## src/rtl/ooo_pkg.sv

```systemverilog
// ---------------------------------------------------------------------------
// ooo_pkg : shared types and issue-packet layout for the rename stage
// Revision: 1.0
// ---------------------------------------------------------------------------
`default_nettype none

package ooo_pkg;

  localparam int NUM_ARCH = 32;
  localparam int NUM_PHYS = 64;

  localparam int ISSUE_MAPA_LSB  = 0;
  localparam int ISSUE_MAPB_LSB  = 6;
  localparam int ISSUE_MAPWR_LSB = 12;
  localparam int ISSUE_INFO_LSB  = 18;
  localparam int ISSUE_W         = 186;

  typedef logic [5:0] phys_t;
  typedef logic [4:0] arch_t;

  function automatic logic [NUM_PHYS-1:0] phys_bit(input phys_t p);
    return {{(NUM_PHYS-1){1'b0}}, 1'b1} << p;
  endfunction

endpackage

`default_nettype wire

```

## src/rtl/free_list_penc.sv

```systemverilog
// ---------------------------------------------------------------------------
// free_list_penc : lowest-set-bit priority encoder over the free bitmap
// Revision: 1.0
// ---------------------------------------------------------------------------
`default_nettype none

module free_list_penc
  import ooo_pkg::*;
#(
  parameter int WIDTH = 64
) (
  input  logic [WIDTH-1:0] i_req,
  output phys_t            o_idx,
  output logic             o_valid
);

  // Scan downwards so the last hit written is the lowest set bit.
  always_comb begin
    o_idx   = '0;
    o_valid = 1'b0;
    for (int i = WIDTH - 1; i >= 0; i--) begin
      if (i_req[i]) begin
        o_idx   = phys_t'(i);
        o_valid = 1'b1;
      end
    end
  end

endmodule

`default_nettype wire

```

## src/rtl/rename_unit.sv

```systemverilog
// ---------------------------------------------------------------------------
// rename_unit : register rename with bitmap free list, ready vector and RRAT
// Revision: 1.0
// ---------------------------------------------------------------------------
`default_nettype none

module rename_unit
  import ooo_pkg::*;
#(
  parameter int NUM_ARCH = 32,
  parameter int NUM_PHYS = 64,
  parameter int INFO_W   = 168
) (
  input  logic                             CLK,
  input  logic                             RESET,
  input  logic                             STALL,
  input  logic                             FLUSH,
  input  logic                             dec_valid,
  input  logic [4:0]                       dec_arch_a,
  input  logic [4:0]                       dec_arch_b,
  input  logic [4:0]                       dec_arch_wr,
  input  logic                             dec_wr_en,
  input  logic [INFO_W-1:0]                dec_info,
  output logic                             rename_stall,
  input  logic                             issue_halt,
  input  logic                             exe_broadcast,
  input  logic [5:0]                       exe_broadcast_map,
  input  logic                             rob_commit,
  input  logic [4:0]                       rob_commit_arch,
  input  logic [5:0]                       rob_commit_phys,
  input  logic [5:0]                       rob_commit_old_phys,
  output logic                             rename_enque,
  output logic [31:0]                      rename_instr_num,
  output logic [ISSUE_INFO_LSB+INFO_W-1:0] rename_issueinfo,
  output logic [5:0]                       rename_old_map,
  output logic [NUM_PHYS-1:0]              busy
);

  localparam logic [NUM_PHYS-1:0] c_free_rst = {{(NUM_PHYS-NUM_ARCH){1'b1}}, {NUM_ARCH{1'b0}}};

  phys_t                             r_spec_rat [NUM_ARCH];
  phys_t                             r_ret_rat  [NUM_ARCH];
  phys_t                             w_ret_rat_nxt [NUM_ARCH];
  logic [NUM_PHYS-1:0]               r_free_map, r_ret_used, r_busy;
  logic [NUM_PHYS-1:0]               w_free_nxt, w_ret_used_nxt, w_busy_nxt;
  logic [31:0]                       r_seq, r_instr_num;
  logic                              r_enque;
  logic [ISSUE_INFO_LSB+INFO_W-1:0]  r_issueinfo, w_pkt;
  phys_t                             r_old_map;
  phys_t                             w_alloc_p, w_map_a, w_map_b, w_map_wr, w_old_wr;
  logic                              w_alloc_valid, w_need_alloc, w_accept, w_do_alloc, w_old_free;

  free_list_penc #(.WIDTH(NUM_PHYS)) u_penc (
    .i_req   (r_free_map),
    .o_idx   (w_alloc_p),
    .o_valid (w_alloc_valid)
  );

  assign w_need_alloc = dec_wr_en & (dec_arch_wr != '0);
  assign rename_stall = STALL | issue_halt | (w_need_alloc & ~w_alloc_valid);
  assign w_accept     = dec_valid & ~rename_stall & ~FLUSH;
  assign w_do_alloc   = w_accept & w_need_alloc;
  assign w_old_free   = rob_commit & (rob_commit_old_phys != '0) &
                        (rob_commit_old_phys != rob_commit_phys);

  assign w_map_a  = r_spec_rat[dec_arch_a];
  assign w_map_b  = r_spec_rat[dec_arch_b];
  assign w_map_wr = w_need_alloc ? w_alloc_p : '0;
  assign w_old_wr = w_need_alloc ? r_spec_rat[dec_arch_wr] : '0;

  always_comb begin
    w_pkt = '0;
    w_pkt[ISSUE_MAPA_LSB  +: $bits(phys_t)] = w_map_a;
    w_pkt[ISSUE_MAPB_LSB  +: $bits(phys_t)] = w_map_b;
    w_pkt[ISSUE_MAPWR_LSB +: $bits(phys_t)] = w_map_wr;
    w_pkt[ISSUE_INFO_LSB  +: INFO_W]        = dec_info;
  end

  // Commit is folded in first so a same-cycle flush restores the post-commit state.
  always_comb begin
    w_ret_rat_nxt  = r_ret_rat;
    w_ret_used_nxt = r_ret_used;
    w_free_nxt     = r_free_map;
    w_busy_nxt     = r_busy;
    if (rob_commit) begin
      w_ret_rat_nxt[rob_commit_arch] = rob_commit_phys;
      w_ret_used_nxt = (r_ret_used & ~phys_bit(rob_commit_old_phys)) | phys_bit(rob_commit_phys);
    end
    if (w_old_free) w_free_nxt = w_free_nxt | phys_bit(rob_commit_old_phys);
    if (w_do_alloc) w_free_nxt = w_free_nxt & ~phys_bit(w_alloc_p);
    if (exe_broadcast && exe_broadcast_map != '0)
      w_busy_nxt = w_busy_nxt | phys_bit(exe_broadcast_map);
    if (w_do_alloc) w_busy_nxt = w_busy_nxt & ~phys_bit(w_alloc_p);
    if (FLUSH) begin
      w_free_nxt = ~w_ret_used_nxt & ~phys_bit('0);
      w_busy_nxt = '1;
    end
  end

  always_ff @(posedge CLK or negedge RESET) begin
    if (!RESET) begin
      for (int i = 0; i < NUM_ARCH; i++) begin
        r_spec_rat[i] <= phys_t'(i);
        r_ret_rat[i]  <= phys_t'(i);
      end
      r_free_map  <= c_free_rst;
      r_ret_used  <= ~c_free_rst;
      r_busy      <= '1;
      r_seq       <= '0;
      r_enque     <= 1'b0;
      r_instr_num <= '0;
      r_issueinfo <= '0;
      r_old_map   <= '0;
    end else begin
      r_ret_rat  <= w_ret_rat_nxt;
      r_ret_used <= w_ret_used_nxt;
      r_free_map <= w_free_nxt;
      r_busy     <= w_busy_nxt;
      r_enque    <= w_accept;
      if (FLUSH) begin
        r_spec_rat <= w_ret_rat_nxt;
      end else if (w_do_alloc) begin
        r_spec_rat[dec_arch_wr] <= w_alloc_p;
      end
      if (w_accept) begin
        r_seq       <= r_seq + 32'd1;
        r_instr_num <= r_seq;
        r_issueinfo <= w_pkt;
        r_old_map   <= w_old_wr;
      end
    end
  end

  assign rename_enque     = r_enque;
  assign rename_instr_num = r_instr_num;
  assign rename_issueinfo = r_issueinfo;
  assign rename_old_map   = r_old_map;
  assign busy             = r_busy;

endmodule

`default_nettype wire

```

## config.mk

```make
export PLATFORM = sky130hd
export DESIGN_NAME = rename_unit
export DESIGN_NICKNAME = d
export VERILOG_FILES = /design/src/rtl/ooo_pkg.sv /design/src/rtl/free_list_penc.sv /design/src/rtl/rename_unit.sv
export SDC_FILE = /design/constraint.sdc
export NUM_CORES = 2
export LEC_CHECK = 0
export CAP_MARGIN = 0
export CORE_MARGIN = 1.5
export CORE_UTILIZATION = 37
export CTS_CLUSTER_SIZE = 16
export DETAILED_ROUTE_END_ITERATION = 6
export PLACE_DENSITY_LB_ADDON = 0.12
export SYNTH_ARGS = -nofsm -noshare
export SYNTH_HDL_FRONTEND = slang
export SYNTH_SLANG_ARGS = --single-unit
```

## constraint.sdc

```tcl
create_clock -name CLK -period 2.48 [get_ports CLK]
set_input_delay 0.744 -clock CLK [delete_from_list [all_inputs] [get_ports CLK]]
set_output_delay 0.744 -clock CLK [all_outputs]
set_load 0.05 [all_outputs]
```

==> metrics.txt <==
status=finished, violations left; failing checks=negative setup slack; GPL Wtd Cong=0.9462; Clk pin slew, worst setup/hold paths=60 ps; Ports=505; Critical Path Start Type=register; CTS sink cnt=832; YS warnings=0; FP Rows=119; P&R area growth vs syn=47.19%; Total Neg Setup Slack=-207,240 ps; initial DRC count=3,429; pre-CTS setup slack=-771.9 ps; commonest non-fill, non-tap cells in the layout=640 x buf_4, 612 x nand2_1, 545 x dfrtp_1; starting density of the core=37.47%; DR pass1 iterations=6; Longest Clk Path Bufs=3; WL final=161,100 µm; max-slew violations=0; CTS tree=done; Placeable Area=105,900 µm²; endpoints failing setup=768; cell accounting for the most synthesized area=dfrtp_1; Worst slew margin=44.76%; number of remaining DRC errors=0; peak supply drop=505.6 µV; leakage power=25.28 nW; largest net degree at the start of global routing=102; crit path kind=register to output pin; vias in the first global route=34,560; Via Count=35,110; Syn Std Cell Area=39,660 µm²; Critical Path End Type=output pin; syn_nets=3,821; most common cell after layout, fill and taps aside=buf_4; Congestion Overflow GR=0; Hold Vio Cnt, Final=0; post-DP HPWL=110,700 µm; Post-synth EDFFs=0; Final nets=4,932; Synth area leaders=dfrtp_1 34%, dfstp_2 19%, mux4_2 9.5%; die height=330.4 µm; Synth cell types=77; Yosys reg bits=832; share of post-route cells with drive strength above 1=43.73%; Clock Latency Late Sink=680 ps; most used flip-flop cell after synthesis=dfrtp_1; die footprint=109,200 µm²; IO buf count=504; chip width=330.4 µm; Hold Crit Class=register to register; H-Tree Depth=3; via/cell ratio=5.671; Non-Filler Instances=6,191; Critical Path Fanout Max=6; Worst-Margin Slew=828.6 ps; power per cell area=761.1 nW/µm²; fin util=55.15%; post-route antenna net violation count=0; Achievable Freq=289.8 MHz; fin crit share=139.1%; unrepaired setup endpoints after global routing=yes; first-pass GRT wire length=233,000 µm; Clock Tree Root=clkbuf_16; final worst slack=-970.7 ps; top cell type's share of synthesized area=34.38%; wire per inst=26.01 µm; async set or reset register ratio after synthesis=100.0%; mean post-synth cell area=11.00 µm²; dpl cell area=51,710 µm²; DP Cell Count=5,919; gr usage total=28.72%; Design Area, Final=58,380 µm²; register area share after synthesis=53.40%; antenna violations before repair=3; CTS Buf Count=96; Fin Clk Skew=28.65 ps; Worst EP arrival=2710 ps; Fillers=9,091; Req. time, crit path=1740 ps; min Tclk post-route=3451 ps; max_cap viols=0; Post-Synthesis Cells=3,605
==> stage by stage <==
| step | hold slack [ps] | total power, mW |
|---|---|---|
| after global placement | 456.7 | 29.22 |
| final | 469.7 | 44.43 |
| after detailed placement | 461.4 | 29.36 |
| after CTS | 470.1 | 44.33 |
| after floorplan | 445.4 | 23.94 |
| after global routing | 484.3 | 46.17 |
==> per-layer routing <==
layer  part of all wire (%)  track usage (%)  vias to the layer above
met5                  0.017           0.3913                        -
met4                    3.8            10.64                        4
met3                    8.4            5.731                      271
met2                     46            44.90                     1639
met1                     42            39.49                    17830
li1                       -                -                    15370
==> cells by family after synthesis <==
| kind of cell | after synthesis | synth area share [%] |
|---|---|---|
| AOI/OAI and AO/OA | 853 | 14.36 |
| xor gates and xnor gates | 37 | 0.8170 |
| adders and majority gates | 1 | 0.03154 |
| buffers and inverters | 272 | 2.811 |
| DFF | 832 | 53.40 |
| muxes | 373 | 15.32 |
| and+or+nand+nor | 1237 | 13.27 |
==> flip-flops by register name, indices dropped and copies added (netlist names) <==
signal	count
r_free_map	64
r_seq	32
rename_issueinfo	186
r_spec_rat	192
busy	64
r_ret_rat	192
rename_old_map	6
rename_instr_num	32
rename_enque	1
r_ret_used	63
==> path summary, 6_finish.rpt <==
kind | depth (start not counted) | slack [ps] | startpoint | end
worst min-delay path | 2 | 470 | rename_issueinfo[61] | rename_issueinfo[61]
min in group asynchronous | 2 | 580 | RESET | rename_issueinfo[112]
worst max register to register | 13 | -620 | r_free_map[29] | r_seq[1]
worst max-delay path | 7 | -970 | r_free_map[29] | rename_stall
max in group asynchronous | 4 | 1000 | RESET | r_ret_rat[76]
worst min register to register | 2 | 470 | rename_issueinfo[61] | rename_issueinfo[61]
==> report_power, final <==
part	leakage (nW)	internal [mW]	switching, mW	total [mW]
clock	1.57	8.49	5.97	14.5
sequential	9.95	16.3	1.60	17.9
combinational	13.8	5.20	6.83	12.0
==> Yosys cell counts, drive strengths merged, types with 47 or more instances <==
master / instances
a211oi: 76
mux4: 168
nor3: 50
clkbuf: 171
buf: 78
nor2: 174
a21oi: 160
mux2: 193
a221o: 47
dfrtp: 545
a22oi: 120
o21ai: 269
dfstp: 287
nand2: 847
==> critical path, cell delays in order, from the launching register on <==
cell and delay, ps:
dfrtp_1 370, or4_4 560, buf_6 140, nor4b_4 290, nand4b_1 170, buf_6 170
o21ai_4 160, buf_12 150
==> repair_timing <==
item / 4_1_cts / 5_1_grt
cloned: 39 / 11
pin swaps: 140 / 80
endpoints found under the setup margin: 770 / 770
resized for setup: 298 / 320
hold endpoints to repair: 19 / 0
setup buffers: 41 / 19
hold buffers: 1 / 0
==> layout make-up <==
class | count | area, µm² | area share (%)
Antenna cell | 2 | 5.005 | 0.008573
Clock buffer | 143 | 2771 | 4.747
Clock inverter | 37 | 427.9 | 0.7330
Inverter | 23 | 112.6 | 0.1929
Multi-Input combinational cell | 2502 | 19360 | 33.16
Sequential cell | 832 | 21180 | 36.28
Tap cell | 1391 | 1740 | 2.981
Timing Repair Buffer | 1261 | 12790 | 21.90
(Power assumes the default switching activity.)
